===== src/rtl/referee_arb_n_if.sv =====
// Source/destination FIFO bundle seen by the referee.
// master: the referee (issues pops, pushes and write data).
// slave:  the FIFO side (reports flags, supplies read data).
interface referee_arb_n_if #(
   parameter int unsigned NUM_CH = 4,
   parameter int unsigned DATA_W = 12
);
   logic [NUM_CH-1:0] empty;
   logic [NUM_CH-1:0] almost_full;
   logic [DATA_W-1:0] data_in;
   logic [NUM_CH-1:0] pop;
   logic [NUM_CH-1:0] push;
   logic [DATA_W-1:0] data_out;

   modport master (
      input  empty,
      input  almost_full,
      input  data_in,
      output pop,
      output push,
      output data_out
   );

   modport slave (
      output empty,
      output almost_full,
      output data_in,
      input  pop,
      input  push,
      input  data_out
   );
endinterface


===== src/rtl/referee_arb_n.sv =====
// Referee between NUM_CH source FIFOs and NUM_CH destination FIFOs.
// Stage A picks a non-empty source (round-robin or strict priority) and pops it;
// stage B captures the returned word and pushes it to the destination named by
// the word's destination field. New pops stall while any destination is almost full.
module referee_arb_n #(
   parameter int unsigned NUM_CH   = 4,
   parameter int unsigned DATA_W   = 12,
   parameter int unsigned DEST_LSB = 8,
   parameter int unsigned CNT_W    = 16
) (
   input  logic             clk,
   input  logic             reset,
   input  logic             prio_mode,
   referee_arb_n_if.master  bus,
   output logic [CNT_W-1:0] fwd_count
);
   localparam int unsigned CW = $clog2(NUM_CH);
   localparam logic [NUM_CH-1:0] ONE_HOT0 = {{(NUM_CH-1){1'b0}}, 1'b1};

   logic [NUM_CH-1:0] pop_q, pop_d;
   logic [NUM_CH-1:0] push_q, push_d;
   logic [DATA_W-1:0] data_out_q, data_out_d;
   logic [CNT_W-1:0]  fwd_count_q, fwd_count_d;
   logic              v1_q, v1_d;
   logic [CW-1:0]     ptr_q, ptr_d;

   logic [NUM_CH-1:0] eligible;
   logic              grant_vld;
   logic [CW-1:0]     grant_idx;
   logic [CW-1:0]     cand;
   logic [CW-1:0]     dest;

   // Stage A: choose the next source to pop; a channel popped last cycle is
   // masked because its empty flag has not yet caught up with that pop.
   always_comb begin
      eligible  = ~bus.empty & ~pop_q;
      grant_vld = 1'b0;
      grant_idx = '0;
      cand      = '0;
      if (prio_mode) begin
         for (int unsigned i = 0; i < NUM_CH; i++) begin
            if (!grant_vld && eligible[i]) begin
               grant_vld = 1'b1;
               grant_idx = CW'(i);
            end
         end
      end else begin
         // Circular search starting just after the last grant; the index wraps
         // naturally because NUM_CH is a power of two.
         for (int unsigned i = 1; i <= NUM_CH; i++) begin
            cand = ptr_q + CW'(i);
            if (!grant_vld && eligible[cand]) begin
               grant_vld = 1'b1;
               grant_idx = cand;
            end
         end
      end
      if (|bus.almost_full) begin
         grant_vld = 1'b0;
      end
      pop_d = grant_vld ? (ONE_HOT0 << grant_idx) : '0;
      ptr_d = grant_vld ? grant_idx : ptr_q;
   end

   // Stage B: capture the word returned one cycle after a pop and route it.
   always_comb begin
      dest       = bus.data_in[DEST_LSB +: CW];
      v1_d       = |pop_q;
      push_d     = '0;
      data_out_d = data_out_q;
      if (v1_q) begin
         push_d     = ONE_HOT0 << dest;
         data_out_d = bus.data_in;
      end
   end

   // Forwarded-word counter, wraps at its width.
   always_comb begin
      fwd_count_d = fwd_count_q;
      if (|push_q) begin
         fwd_count_d = fwd_count_q + CNT_W'(1);
      end
   end

   // State registers; reset discards any in-flight words.
   always_ff @(posedge clk) begin
      if (!reset) begin
         pop_q       <= '0;
         push_q      <= '0;
         data_out_q  <= '0;
         fwd_count_q <= '0;
         v1_q        <= 1'b0;
         ptr_q       <= CW'(NUM_CH - 1);
      end else begin
         pop_q       <= pop_d;
         push_q      <= push_d;
         data_out_q  <= data_out_d;
         fwd_count_q <= fwd_count_d;
         v1_q        <= v1_d;
         ptr_q       <= ptr_d;
      end
   end

   assign bus.pop      = pop_q;
   assign bus.push     = push_q;
   assign bus.data_out = data_out_q;
   assign fwd_count    = fwd_count_q;
endmodule


===== src/flat_wrapper.sv =====
// flat-port wrapper written by rule: the top's interface ports become plain ports
module referee_arb_n_flat 
#(
   parameter int unsigned NUM_CH   = 4,
   parameter int unsigned DATA_W   = 12,
   parameter int unsigned DEST_LSB = 8,
   parameter int unsigned CNT_W    = 16
)
  (clk, reset, prio_mode, fwd_count, bus_empty, bus_almost_full, bus_data_in, bus_pop, bus_push, bus_data_out);
  referee_arb_n_if #(.NUM_CH(NUM_CH), .DATA_W(DATA_W)) bus_i ();
  input  logic clk;
  input  logic reset;
  input  logic prio_mode;
  output logic [CNT_W-1:0] fwd_count;
  input wire logic [$bits(bus_i.empty)-1:0] bus_empty;
  input wire logic [$bits(bus_i.almost_full)-1:0] bus_almost_full;
  input wire logic [$bits(bus_i.data_in)-1:0] bus_data_in;
  output wire logic [$bits(bus_i.pop)-1:0] bus_pop;
  output wire logic [$bits(bus_i.push)-1:0] bus_push;
  output wire logic [$bits(bus_i.data_out)-1:0] bus_data_out;
  assign bus_i.empty = bus_empty;
  assign bus_i.almost_full = bus_almost_full;
  assign bus_i.data_in = bus_data_in;
  assign bus_pop = bus_i.pop;
  assign bus_push = bus_i.push;
  assign bus_data_out = bus_i.data_out;
  referee_arb_n #(.NUM_CH(NUM_CH), .DATA_W(DATA_W), .DEST_LSB(DEST_LSB), .CNT_W(CNT_W)) u_core (.clk(clk), .reset(reset), .prio_mode(prio_mode), .bus(bus_i), .fwd_count(fwd_count));
endmodule

===== config.mk =====
export PLATFORM = sky130hd
export DESIGN_NAME = referee_arb_n_flat
export DESIGN_NICKNAME = d
export VERILOG_FILES = /design/src/rtl/referee_arb_n_if.sv /design/src/rtl/referee_arb_n.sv /design/src/flat_wrapper.sv
export SDC_FILE = /design/constraint.sdc
export NUM_CORES = 1
export LEC_CHECK = 0
export BUFFER_PORTS_ARGS = -buffer_cell sky130_fd_sc_hd__buf_2
export CAP_MARGIN = 20
export CORE_MARGIN = 4
export CORE_UTILIZATION = 50
export DETAILED_ROUTE_END_ITERATION = 6
export PLACE_DENSITY = 0.91
export SYNTH_ARGS = -nofsm -noshare
export SYNTH_HDL_FRONTEND = slang
export SYNTH_SLANG_ARGS = --single-unit

===== constraint.sdc =====
create_clock -name clk -period 4.4 [get_ports clk]
set_clock_uncertainty 0.15 [all_clocks]
set_input_delay 0.22 -clock clk [delete_from_list [all_inputs] [get_ports clk]]
set_output_delay 0.22 -clock clk [all_outputs]
set_load 0.01 [all_outputs]

==> qor.yml <==
final_nets: 276
path_cells: "ha_1 -> o41ai_2 -> or2_1 -> or4_1 -> a21oi_1"
ant_nets: 0
power.total_w: 0.000565
critPathMaxFanout: 7
cts_buffer_depth: 2
num_rows: 20
gr-usage-met3_pct: 5.27
grt_pass1_vias: 1530
antenna_cells: 0
ir_drop_uv: 189
rsz0062_at_grt: "false"
grt_max_degree: 34
cp_top_family: "simple AND/OR/NAND/NOR gates"
p_leak_nw: 0.918
place.gp.congestion: 0.827
finalNonFillerCells: 295
muxShareOfSynthArea_pct: 7.17
firstDrtPassIters: 4
critPathLaunchType: "register"
antenna_found_initial: 0
tightest_slew_ns: 0.981
die_x_um: 65.9
cts_setup_buffers: 0
grtUsageMet2_pct: 33.8
min_period_ns: 1.89
power_density_nw_per_um2: 263
hold_violations: 0
cts_tree: "built"
clock_tree.root_cell: "clkbuf_4"
timing.fmax_ghz: 0.530
crit_type: "reg -> reg"
synth_top_cell_by_area: "dfxtp_1"
synth_top_family_by_area: "simple AND/OR/NAND/NOR gates"
post-place-ws_ns: 2.52
routed_wl_um: 4110
avgSynthCellArea_um2: 9.15
slew_headroom_pct: 34.5
htreeDepth: 2
synth_compound_area_share_pct: 15.5
drtIter0Drc: 112
synthCells: 183
dp.cells: 277
core_um2: 3130
drive_gt1_share_pct: 26.7
port_buffers: 58
start_util_pct: 53.6
grt_pass1_wl_um: 6760
final.setup.worst_slack_ns: 2.51
status: "finished clean"
synth_seq_area_share_pct: 46.6
maxSlewViolCount: 0
tns_ns: 0
clkTransAtPathRegs_ns: 0.10
period_share_pct: 42.9
synth_cell_types: 42
synth_fp_nets: 207
worst_ep_arrival_time_ns: 1.99
grt_usage_pct: 19.9
use_met1_pct: 23.0
num_io_pins: 59
yosys.area_share.adder_pct: 0.747
busiest_layer: "met2"
clock_sinks: 39
slowest_stage: "or4_1"
die-area_um2: 4340
cts.repair.resized: 0
path_buf_inv: 0
gr-total-overflow: 0
nFillCells: 264
drc: 0
cpPeakStageDelay_ns: 0.48
avgRoutedWirePerCell_um: 13.9
netlist_top_cells_area: "dfxtp_1 (47%), mux2i_1 (7.2%), nor2_1 (6.0%)"
insertion_delay_ns: 0.34
holdCritPathClass: "in -> reg"
required_ns: 4.50
place_hpwl_um: 2870
syn2layout_area_growth_pct: 27.9
synth_seq_cells: 39
synth_top_area_share_pct: 46.6
synth_area_um2: 1680
synth-xor-area-share_pct: 4.18
timing.hold.ws_ns: 0.0292
die_h_um: 65.9
numCtsBuffers: 5
synth-simple-area-share_pct: 22.6
routed_via_density: 5.58
yosysWarningCount: 0
critPathCaptureType: "register"
setup_viol: 0
vias: 1647
max-cap-violations: 0
## worst paths after layout
kind,from,endpoint,slack (ns),depth (start not counted)
worst min register to register,u_core.fwd_count[15],u_core.fwd_count[15],0.34,2
worst max-delay path,u_core.fwd_count[0],u_core.fwd_count[14],2.51,5
worst min-delay path,reset,u_core.bus.push[3],0.03,3
worst max register to register,u_core.fwd_count[0],u_core.fwd_count[14],2.51,5
## cell usage after synthesis
cell and instances:
a211o_1 1, a211oi_1 2, a21o_1 2, a21oi_1 10, a221o_1 1, a221oi_1 2, a31oi_1 3, a41o_1 1
and3_1 1, and3_2 1, and4_1 1, buf_1 1, buf_2 1, buf_6 1, clkbuf_1 5, dfxtp_1 39
ha_1 1, inv_1 4, mux2i_1 12, nand2_1 9, nand2b_1 1, nand3_1 2, nand3_2 1, nand4_1 6
nor2_1 27, nor3_1 5, nor3b_1 1, nor4_1 2, nor4b_1 1, o2111ai_1 1, o21ai_0 4, o21ai_1 1
o22ai_1 3, o31ai_1 6, o41ai_2 1, or2_1 2, or2_2 1, or3_1 5, or3b_1 1, or4_1 6
xnor2_1 3, xor2_1 5
## per-layer routing
layer  routed length [um]  vias to the layer above  part of all wire (%)
met5                    0                        -                     0
met4                  131                        0                   3.2
met3                  259                       13                   6.3
met2                 1990                       61                    48
met1                 1730                      760                    42
li1                     -                      813                     -
## report_power, final
part	internal (W)	switching (W)	leakage (nW)
logic	0.0000227	0.0000231	0.580
registers	0.000355	0.00000284	0.314
clock network	0.0000569	0.000104	0.0242
total	0.000435	0.000130	0.918
## sequential cells by signal, summed over array words and instances (netlist names)
register             flops
u_core.bus.data_out     12
u_core.v1_q              1
u_core.ptr_q             2
u_core.bus.push          4
u_core.fwd_count        16
u_core.bus.pop           4
## per-stage QoR
step	utilization (%)	instance area (um^2)
2_1_floorplan	-	1680
3_3_place_gp	63.4	1980
3_5_place_dp	63.4	1980
4_1_cts	68.5	2140
5_1_grt	68.5	2140
6_report	68.5	2140
## tightest hold or removal path: stages
cell     delay (ns)
buf_2          0.12
nand2_1        0.09
nor2_1         0.04
## cell type report
class	instances	area [um^2]	area share, %
tap	44	55.1	2.57
multi-input combinational	132	841	39.2
sequential	39	781	36.4
inverter	4	15.0	0.701
timing repair buffer	70	410	19.1
clock buffer	6	41.3	1.93
## cell families after synthesis
family          after synthesis
compound gates               38
xor+xnor                      8
fa+ha+maj                     1
buf+inv                      12
flops                        39
mux                          12
simple gates                 73
## layout by cell type, fill, tap and decap left out, drive strengths merged, types with 3 or more instances in the layout
cell / n
buf: 58
dfxtp: 39
nor2: 27
mux2i: 12
dlygate4sd3: 12
a21oi: 10
nand2: 9
or4: 6
nand4: 6
o31ai: 6
clkbuf: 6
or3: 5
nor3: 5
xor2: 5
o21ai: 5
inv: 4
xnor2: 3
o22ai: 3
a31oi: 3
or2: 3
nand3: 3
## repair_timing
action                                 CTS  global route
endpoints found under the hold margin   13             0
setup endpoints to repair                0             0
hold buffers                            12             0
Note: power is estimated with default switching activity, not from simulation.
